===== config.mk =====
export PLATFORM = sky130hd
export DESIGN_NAME = cc_miss_req_unit
export DESIGN_NICKNAME = d
export VERILOG_FILES = /design/src/rtl/cc_pkg.sv /design/src/rtl/cc_miss_req_unit.sv
export SDC_FILE = /design/constraint.sdc
export NUM_CORES = 1
export LEC_CHECK = 0
export BUFFER_PORTS_ARGS = -buffer_cell sky130_fd_sc_hd__buf_2
export CAP_MARGIN = 10
export CORE_ASPECT_RATIO = 1.2
export CORE_MARGIN = 4
export CORE_UTILIZATION = 40
export DETAILED_ROUTE_END_ITERATION = 8
export HOLD_SLACK_MARGIN = 0.15
export PLACE_DENSITY = 0.81
export SLEW_MARGIN = 20
export SYNTH_ARGS = -nofsm -noshare
export SYNTH_HDL_FRONTEND = slang
export SYNTH_SLANG_ARGS = --single-unit

===== constraint.sdc =====
create_clock -name clk -period 1.9 [get_ports clk]
set_clock_uncertainty 0.05 [all_clocks]
set_input_delay 0.285 -clock clk [delete_from_list [all_inputs] [get_ports clk]]
set_output_delay 0.285 -clock clk [all_outputs]
set_load 0.1 [all_outputs]

===== src/rtl/cc_pkg.sv =====
// Shared cache-controller definitions: AXI read-burst constants, address-field
// slicing shared with the fill unit, and the miss-request FSM states.
package cc_pkg;

  localparam logic [3:0] CC_ARLEN        = 4'd7;
  localparam logic [2:0] CC_ARSIZE       = 3'b011;
  localparam logic [1:0] CC_ARBURST_WRAP = 2'b10;

  // Byte-address fields of a 64-byte line built from 8 x 64-bit beats
  localparam int CC_TAG_MSB   = 31;
  localparam int CC_TAG_LSB   = 15;
  localparam int CC_INDEX_MSB = 14;
  localparam int CC_INDEX_LSB = 6;
  localparam int CC_BEAT_MSB  = 5;
  localparam int CC_BEAT_LSB  = 3;

  typedef enum logic {
    IDLE,
    AR_REQ
  } cc_state_e;

endpackage


===== src/rtl/cc_miss_req_unit.sv =====
// Miss request unit: turns a tag-compare miss into one WRAP AR burst plus a
// miss-address FIFO push, and tracks outstanding line fills.
module cc_miss_req_unit
  import cc_pkg::*;
#(
  parameter int MAX_OUTSTANDING = 2,
  parameter int ID_W            = 4
) (
  input  logic            clk,
  input  logic            rst,
  input  logic            miss_req_i,
  input  logic [31:0]     miss_addr_i,
  output logic            miss_ready_o,
  output logic            mem_arvalid_o,
  input  logic            mem_arready_i,
  output logic [31:0]     mem_araddr_o,
  output logic [ID_W-1:0] mem_arid_o,
  output logic [3:0]      mem_arlen_o,
  output logic [2:0]      mem_arsize_o,
  output logic [1:0]      mem_arburst_o,
  input  logic            mem_rvalid_i,
  input  logic            mem_rready_i,
  input  logic            mem_rlast_i,
  input  logic            miss_addr_fifo_full_i,
  output logic            miss_addr_fifo_wren_o,
  output logic [31:0]     miss_addr_fifo_wdata_o,
  output logic [3:0]      outstanding_o,
  output logic            err_o
);

  localparam logic [3:0] MAX_OUT = 4'(MAX_OUTSTANDING);

  cc_state_e       state_reg;
  logic            arvalid_reg;
  logic [31:0]     araddr_reg;
  logic [ID_W-1:0] next_id_reg;
  logic            fifo_wren_reg;
  logic [31:0]     fifo_wdata_reg;
  logic [3:0]      outstanding_reg;
  logic [3:0]      outstanding_next;
  logic            err_reg;
  logic            err_next;

  logic accept;
  logic ar_hs;
  logic r_done;

  assign miss_ready_o = (state_reg == IDLE) && !miss_addr_fifo_full_i
                        && (outstanding_reg < MAX_OUT);
  assign accept = miss_req_i && miss_ready_o;
  assign ar_hs  = arvalid_reg && mem_arready_i;
  assign r_done = mem_rvalid_i && mem_rready_i && mem_rlast_i;

  always_ff @(posedge clk or posedge rst) begin
    if (rst) begin
      state_reg      <= IDLE;
      arvalid_reg    <= 1'b0;
      araddr_reg     <= 32'd0;
      next_id_reg    <= '0;
      fifo_wren_reg  <= 1'b0;
      fifo_wdata_reg <= 32'd0;
    end else begin
      fifo_wren_reg <= 1'b0;
      case (state_reg)
        IDLE: begin
          if (accept) begin
            state_reg      <= AR_REQ;
            arvalid_reg    <= 1'b1;
            // Critical word first: the WRAP burst starts at the missing beat
            araddr_reg     <= {miss_addr_i[31:CC_BEAT_LSB], 3'b000};
            fifo_wren_reg  <= 1'b1;
            fifo_wdata_reg <= miss_addr_i;
          end
        end
        AR_REQ: begin
          if (mem_arready_i) begin
            state_reg   <= IDLE;
            arvalid_reg <= 1'b0;
            next_id_reg <= next_id_reg + ID_W'(1);
          end
        end
        default: begin
          state_reg   <= IDLE;
          arvalid_reg <= 1'b0;
        end
      endcase
    end
  end

  // A last beat with nothing outstanding is a protocol error and is not counted
  always_comb begin
    outstanding_next = outstanding_reg;
    err_next         = err_reg;
    if (r_done && (outstanding_reg == 4'd0)) begin
      err_next = 1'b1;
      if (ar_hs) begin
        outstanding_next = outstanding_reg + 4'd1;
      end
    end else if (ar_hs && !r_done) begin
      outstanding_next = outstanding_reg + 4'd1;
    end else if (!ar_hs && r_done) begin
      outstanding_next = outstanding_reg - 4'd1;
    end
  end

  always_ff @(posedge clk or posedge rst) begin
    if (rst) begin
      outstanding_reg <= 4'd0;
      err_reg         <= 1'b0;
    end else begin
      outstanding_reg <= outstanding_next;
      err_reg         <= err_next;
    end
  end

  assign mem_arvalid_o          = arvalid_reg;
  assign mem_araddr_o           = araddr_reg;
  assign mem_arid_o             = next_id_reg;
  assign mem_arlen_o            = CC_ARLEN;
  assign mem_arsize_o           = CC_ARSIZE;
  assign mem_arburst_o          = CC_ARBURST_WRAP;
  assign miss_addr_fifo_wren_o  = fifo_wren_reg;
  assign miss_addr_fifo_wdata_o = fifo_wdata_reg;
  assign outstanding_o          = outstanding_reg;
  assign err_o                  = err_reg;

endmodule


# Yosys cells after proc, flatten, opt, wreduce, memory -nomap -nowiden
# Index checks and enable logic that the tools add are counted.
totals:
  reg_bits: 73
  in_bits: 40
  out_inout_bits: 85
  word_cells: 45
op_classes:
  add_sub_neg: 3
  magnitude_cmp: 1
  n_eq_ne: 3
  n_mux: 11
  n_bitwise: 1
  reduce_logical: 18
op_table:
  columns: ["op", "count"]
  rows:
  - ["2-to-1 mux 4 bit", 4]
  - ["logical AND 1 bit", 9]
  - ["adder 4 x 1 -> 4 bit, second input constant", 2]
  - ["AND reduction 2 bit", 4]
  - ["inequality test 2 bit, second input constant", 3]
  - ["2-to-1 mux 1 bit", 5]
  - ["zero test 4 bit", 1]
  - ["less-than comparator 4 x 2 -> 1 bit, second input constant", 1]
  - ["one-hot mux 1 bit (2 select lines)", 2]
  - ["subtractor 4 x 1 -> 4 bit, second input constant", 1]
  - ["zero test 1 bit", 3]
  - ["nonzero test 3 bit", 1]
  - ["NOT 1 bit", 1]

# Logic depth before layout (Yosys ltp)
depth:
  ltp_word: 6
  mapped_depth: 6
  ltp_nobuf: 6

# Worst setup path after synthesis
# No wires, ideal clock.
synth_path:
  path_type: "reg2reg"
  from: "register outstanding_reg[1], in the netlist outstanding_o[1]"
  to: "register fifo_wdata_reg[14], in the netlist miss_addr_fifo_wdata_o[14]"
  setup_ns: 0.126
  arrival_ns: 2.613
  required_ns: 1.724
  setup_slack_ns: -0.889
  path_stages_with_launch: 6
  path_buffers: 1
  synth_period_minus_slack_ns: 2.789
  cell_sequence: "dfrtp_1 -> or4_4 -> nor2_4 -> nand2_4 -> buf_6 -> mux2_4"
synth_via:
  elab_chain_cells: 4
synth_lines:
  columns: ["element", "line_no", "text"]
  rows:
  - ["from (decl)", "cc_miss_req_unit.sv:39", "logic [3:0] outstanding_reg;"]
  - ["from (signal assigned)", "cc_miss_req_unit.sv:111", "outstanding_reg <= outstanding_next;"]
  - ["less-than comparator 4 x 2 -> 1 bit", "cc_miss_req_unit.sv:49", "&& (outstanding_reg < MAX_OUT);"]
  - ["logical AND 1 bit", "cc_miss_req_unit.sv:49", null]
  - ["named net miss_ready_o", "cc_miss_req_unit.sv:13", "output logic miss_ready_o,"]
  - ["logical AND 1 bit", "cc_miss_req_unit.sv:50", "assign accept = miss_req_i && miss_ready_o;"]
  - ["AND reduction 2 bit (no source line)", null, null]
  - ["to (signal assigned)", "cc_miss_req_unit.sv:72", "fifo_wdata_reg <= miss_addr_i;"]
  - ["to (decl)", "cc_miss_req_unit.sv:38", "logic [31:0] fifo_wdata_reg;"]
# The timed path passes the listed nets, and every way through them passes these cells.
# A chain may end at the register's enable or synchronous reset.

# Worst setup path in the final report
layout_path:
  from: "register outstanding_reg[2], in the netlist outstanding_o[2]"
  to: "output miss_ready_o"
layout_via:
  elab_chain_cells: 2
layout_lines:
  columns: ["element", "line_no"]
  rows:
  - ["less-than comparator 4 x 2 -> 1 bit", "cc_miss_req_unit.sv:49"]
  - ["logical AND 1 bit", "cc_miss_req_unit.sv:49"]
  - ["to (decl)", "cc_miss_req_unit.sv:13"]
# No other way between the ends.

==> impl_metrics.yaml <==
run_status:
  status: "finished with violations"
  violations: "negative setup slack"
worst_setup_path:
  crit-reg2reg-capture: "miss_addr_fifo_wdata_o[25]"
  endpoint_kind: "output port"
  setup.worst_path.start_class: "flop"
  worst-setup-path-type: "flop to output port"
  worstRegToRegCells: 5
  reg2reg_setup_slack_ps: -10
  path_max_fanout: 2
  required_ps: 1560
  reg2reg_from: "outstanding_o[2]"
  max_stage_delay_ps: 530
  worstPathArrival_ps: 1710
  worstPathCellList: "or4_4 > nor2_4 > buf_6 > buf_12"
  cpMaxStageDelayCell: "sky130_fd_sc_hd__or4_4"
routing:
  ant_nets: 0
  routedWlPerCell_um: 14.6
  detailedRoute.firstIterationViolations: 51
  drc: 0
  detail_route.first_pass.iterations: 4
  number_of_vias_in_the_routed_layout: 1505
  totalWireLength_um: 4820
  viasPerCell: 4.55
sta:
  timing.setup.tns_ps: -205
  finalWorstSetupSlack_ps: -140
  final_period_minus_worst_setup_slack_ps: 2040
  fmax_mhz: 490
  final-setup-viol-count: 15
  timing.final.crit_share_pct: 107
  grt_setup_unrepaired: "yes"
  final_hold_violation_count: 0
  final_max_slew_viol_count: 0
  timing.hold.ws_ps: 170
clock_network:
  h-tree-depth: 2
  clock_sink_count: 44
  tritoncts: "built"
  clockBufferDepth: 2
  total_cts_buffers: 5
  cts-root-buf: "sky130_fd_sc_hd__clkbuf_8"
  clk_pin_slew_worst_paths_ps: 90
  clk_latency_ps: 290
placed_design:
  placed_cells_incl_taps: 318
  hpwlAfterDp_um: 3590
  placer_s_final_routability_congestion_estimate: 0.779
  io_buffers: 112
logic_synthesis:
  synth_xor_area_share_pct: 2.75
  synthCells: 167
  synth-compound-area-share_pct: 1.57
  ys_seq_elements: 44
  synth-adder-area-share_pct: 2.69
  synth_area_um2: 2230
  yosysSeqAreaShare_pct: 49.4
  post_synth_and_or_nand_nor_area_fraction_pct: 4.83
  syn_avg_cell_area_um2: 13.4
  synth_top_family_by_area: "multiplexers"
  synth-warning-count: 0
  post_synth_num_cell_types: 25
  synth.mux.area_fraction_pct: 22.1
final_layout:
  final_cell_mix: "sky130_fd_sc_hd__buf_2 (111), sky130_fd_sc_hd__dfrtp_1 (40), sky130_fd_sc_hd__mux2_4 (27)"
  layout_commonest_cell: "sky130_fd_sc_hd__buf_2"
  drive_above_1_share_pct: 66.2
  antenna_cells: 0
  design.final.nets: 312
  areaGrowthSynthToFinish_pct: 31.5
  largest_register_ffs: 32
  final_cells: 331
floorplanning:
  die-height_um: 89.8
  start_util_pct: 41.8
  row_count: 29
  die_area_um2: 6840
  io_pins: 125
  dieWidth_um: 76.2
  coreArea_um2: 5330
global_routing:
  global_route_wire_length_before_repair_um: 7630
  grt_antenna_before_repair: 1
  first_global_vias: 1573
  globalRouteTotalUtil_pct: 13.5
  grt_start_max_net_pins: 45
  grt_remaining_overflow: 0
worst_hold_path:
  min-delay-start: "miss_addr_i[11]"
  endpoint_worst_hold: "miss_addr_fifo_wdata_o[11]"
  worst_hold_path_depth: 2
  min-delay-path-class: "input pin to flop"
job:
  drv.max_cap_violation_count: 0
==> critical path: cells and delay by family, from the launching register on <==
kind                   cells  cell delay (ps)
and+or+nand+nor            2              660
buffers and inverters      2              280
DFF                        1              480
==> kinds of logic after synthesis <==
| kind of cell | after synthesis |
|---|---|
| compound gates | 5 |
| buf+inv | 50 |
| simple gates | 19 |
| mux | 35 |
| fa+ha+maj | 5 |
| flops | 44 |
| other cells | 2 |
| xor+xnor | 7 |
==> timing repair <==
| item | 4_1_cts | 5_1_grt |
|---|---|---|
| hold endpoints to repair | 44 | 0 |
| hold buffers | 1 | 0 |
| setup buffers | 0 | 1 |
| gates resized for setup | 1 | 2 |
| pin swaps | 2 | 1 |
| endpoints found under the setup margin | 4 | 32 |
| cloned | 0 | 3 |
==> stage by stage <==
stage	instance area [um^2]	utilization [%]	setup slack, ps
after floorplan	2280	-	-671
after global placement	2710	50.9	37.9
after detailed placement	2710	50.9	7.31
after CTS	2850	53.5	-160
after global routing	2930	55.0	-205
final	2930	55.0	-140
==> per-layer routing <==
layer	part of all wire [%]	GRT usage [%]	up-vias
met4	0.60	3.94	2
met5	0.29	0	-
li1	-	-	697
met3	8.3	5.70	6
met2	54	23.9	64
met1	37	14.4	736
==> Yosys cell counts <==
cell	n	area, um^2
sky130_fd_sc_hd__buf_4	41	308
sky130_fd_sc_hd__a41o_1	1	10.0
sky130_fd_sc_hd__o21ai_0	2	10.0
sky130_fd_sc_hd__nand2_1	6	22.5
sky130_fd_sc_hd__inv_1	6	22.5
sky130_fd_sc_hd__nor2_1	3	11.3
sky130_fd_sc_hd__xor2_1	2	17.5
sky130_fd_sc_hd__o31ai_1	1	7.51
sky130_fd_sc_hd__nor2_4	1	11.3
sky130_fd_sc_hd__ha_1	4	50.1
sky130_fd_sc_hd__nand3_1	4	20.0
sky130_fd_sc_hd__mux2i_1	2	20.0
sky130_fd_sc_hd__and2_1	1	6.26
sky130_fd_sc_hd__mux2_4	27	405
sky130_fd_sc_hd__nand2_4	1	11.3
sky130_fd_sc_hd__nor4_1	1	6.26
sky130_fd_sc_hd__maj3_1	1	10.0
sky130_fd_sc_hd__xnor2_1	5	43.8
sky130_fd_sc_hd__dfrtp_1	44	1100
sky130_fd_sc_hd__nor3b_1	1	7.51
sky130_fd_sc_hd__buf_6	3	33.8
sky130_fd_sc_hd__conb_1	2	7.51
sky130_fd_sc_hd__or4_4	1	11.3
sky130_fd_sc_hd__o211ai_1	1	7.51
sky130_fd_sc_hd__mux2_2	6	67.6
==> cell type report <==
type	count	area [um^2]
fillers	455	2400
flip-flops and latches	44	1110
multi-input cells	83	810
repair buffers	128	782
clock buffers	7	96.3
well taps	62	77.6
clock inverters	1	30.0
inverters	6	22.5
==> worst max path at each step <==
stage                     startpoint                    endpoint  slack (ps)
floorplan           outstanding_o[1]  miss_addr_fifo_wdata_o[14]        -670
global placement    outstanding_o[1]  miss_addr_fifo_wdata_o[15]          40
detailed placement  outstanding_o[1]   miss_addr_fifo_wdata_o[2]           7
CTS                 outstanding_o[2]                miss_ready_o        -160
global route        outstanding_o[2]                miss_ready_o        -200
finish              outstanding_o[2]                miss_ready_o        -140
Power is left out: the tool's default activity adds up to more than one toggle a clock period on the data nets, which glitch-free logic cannot reach.
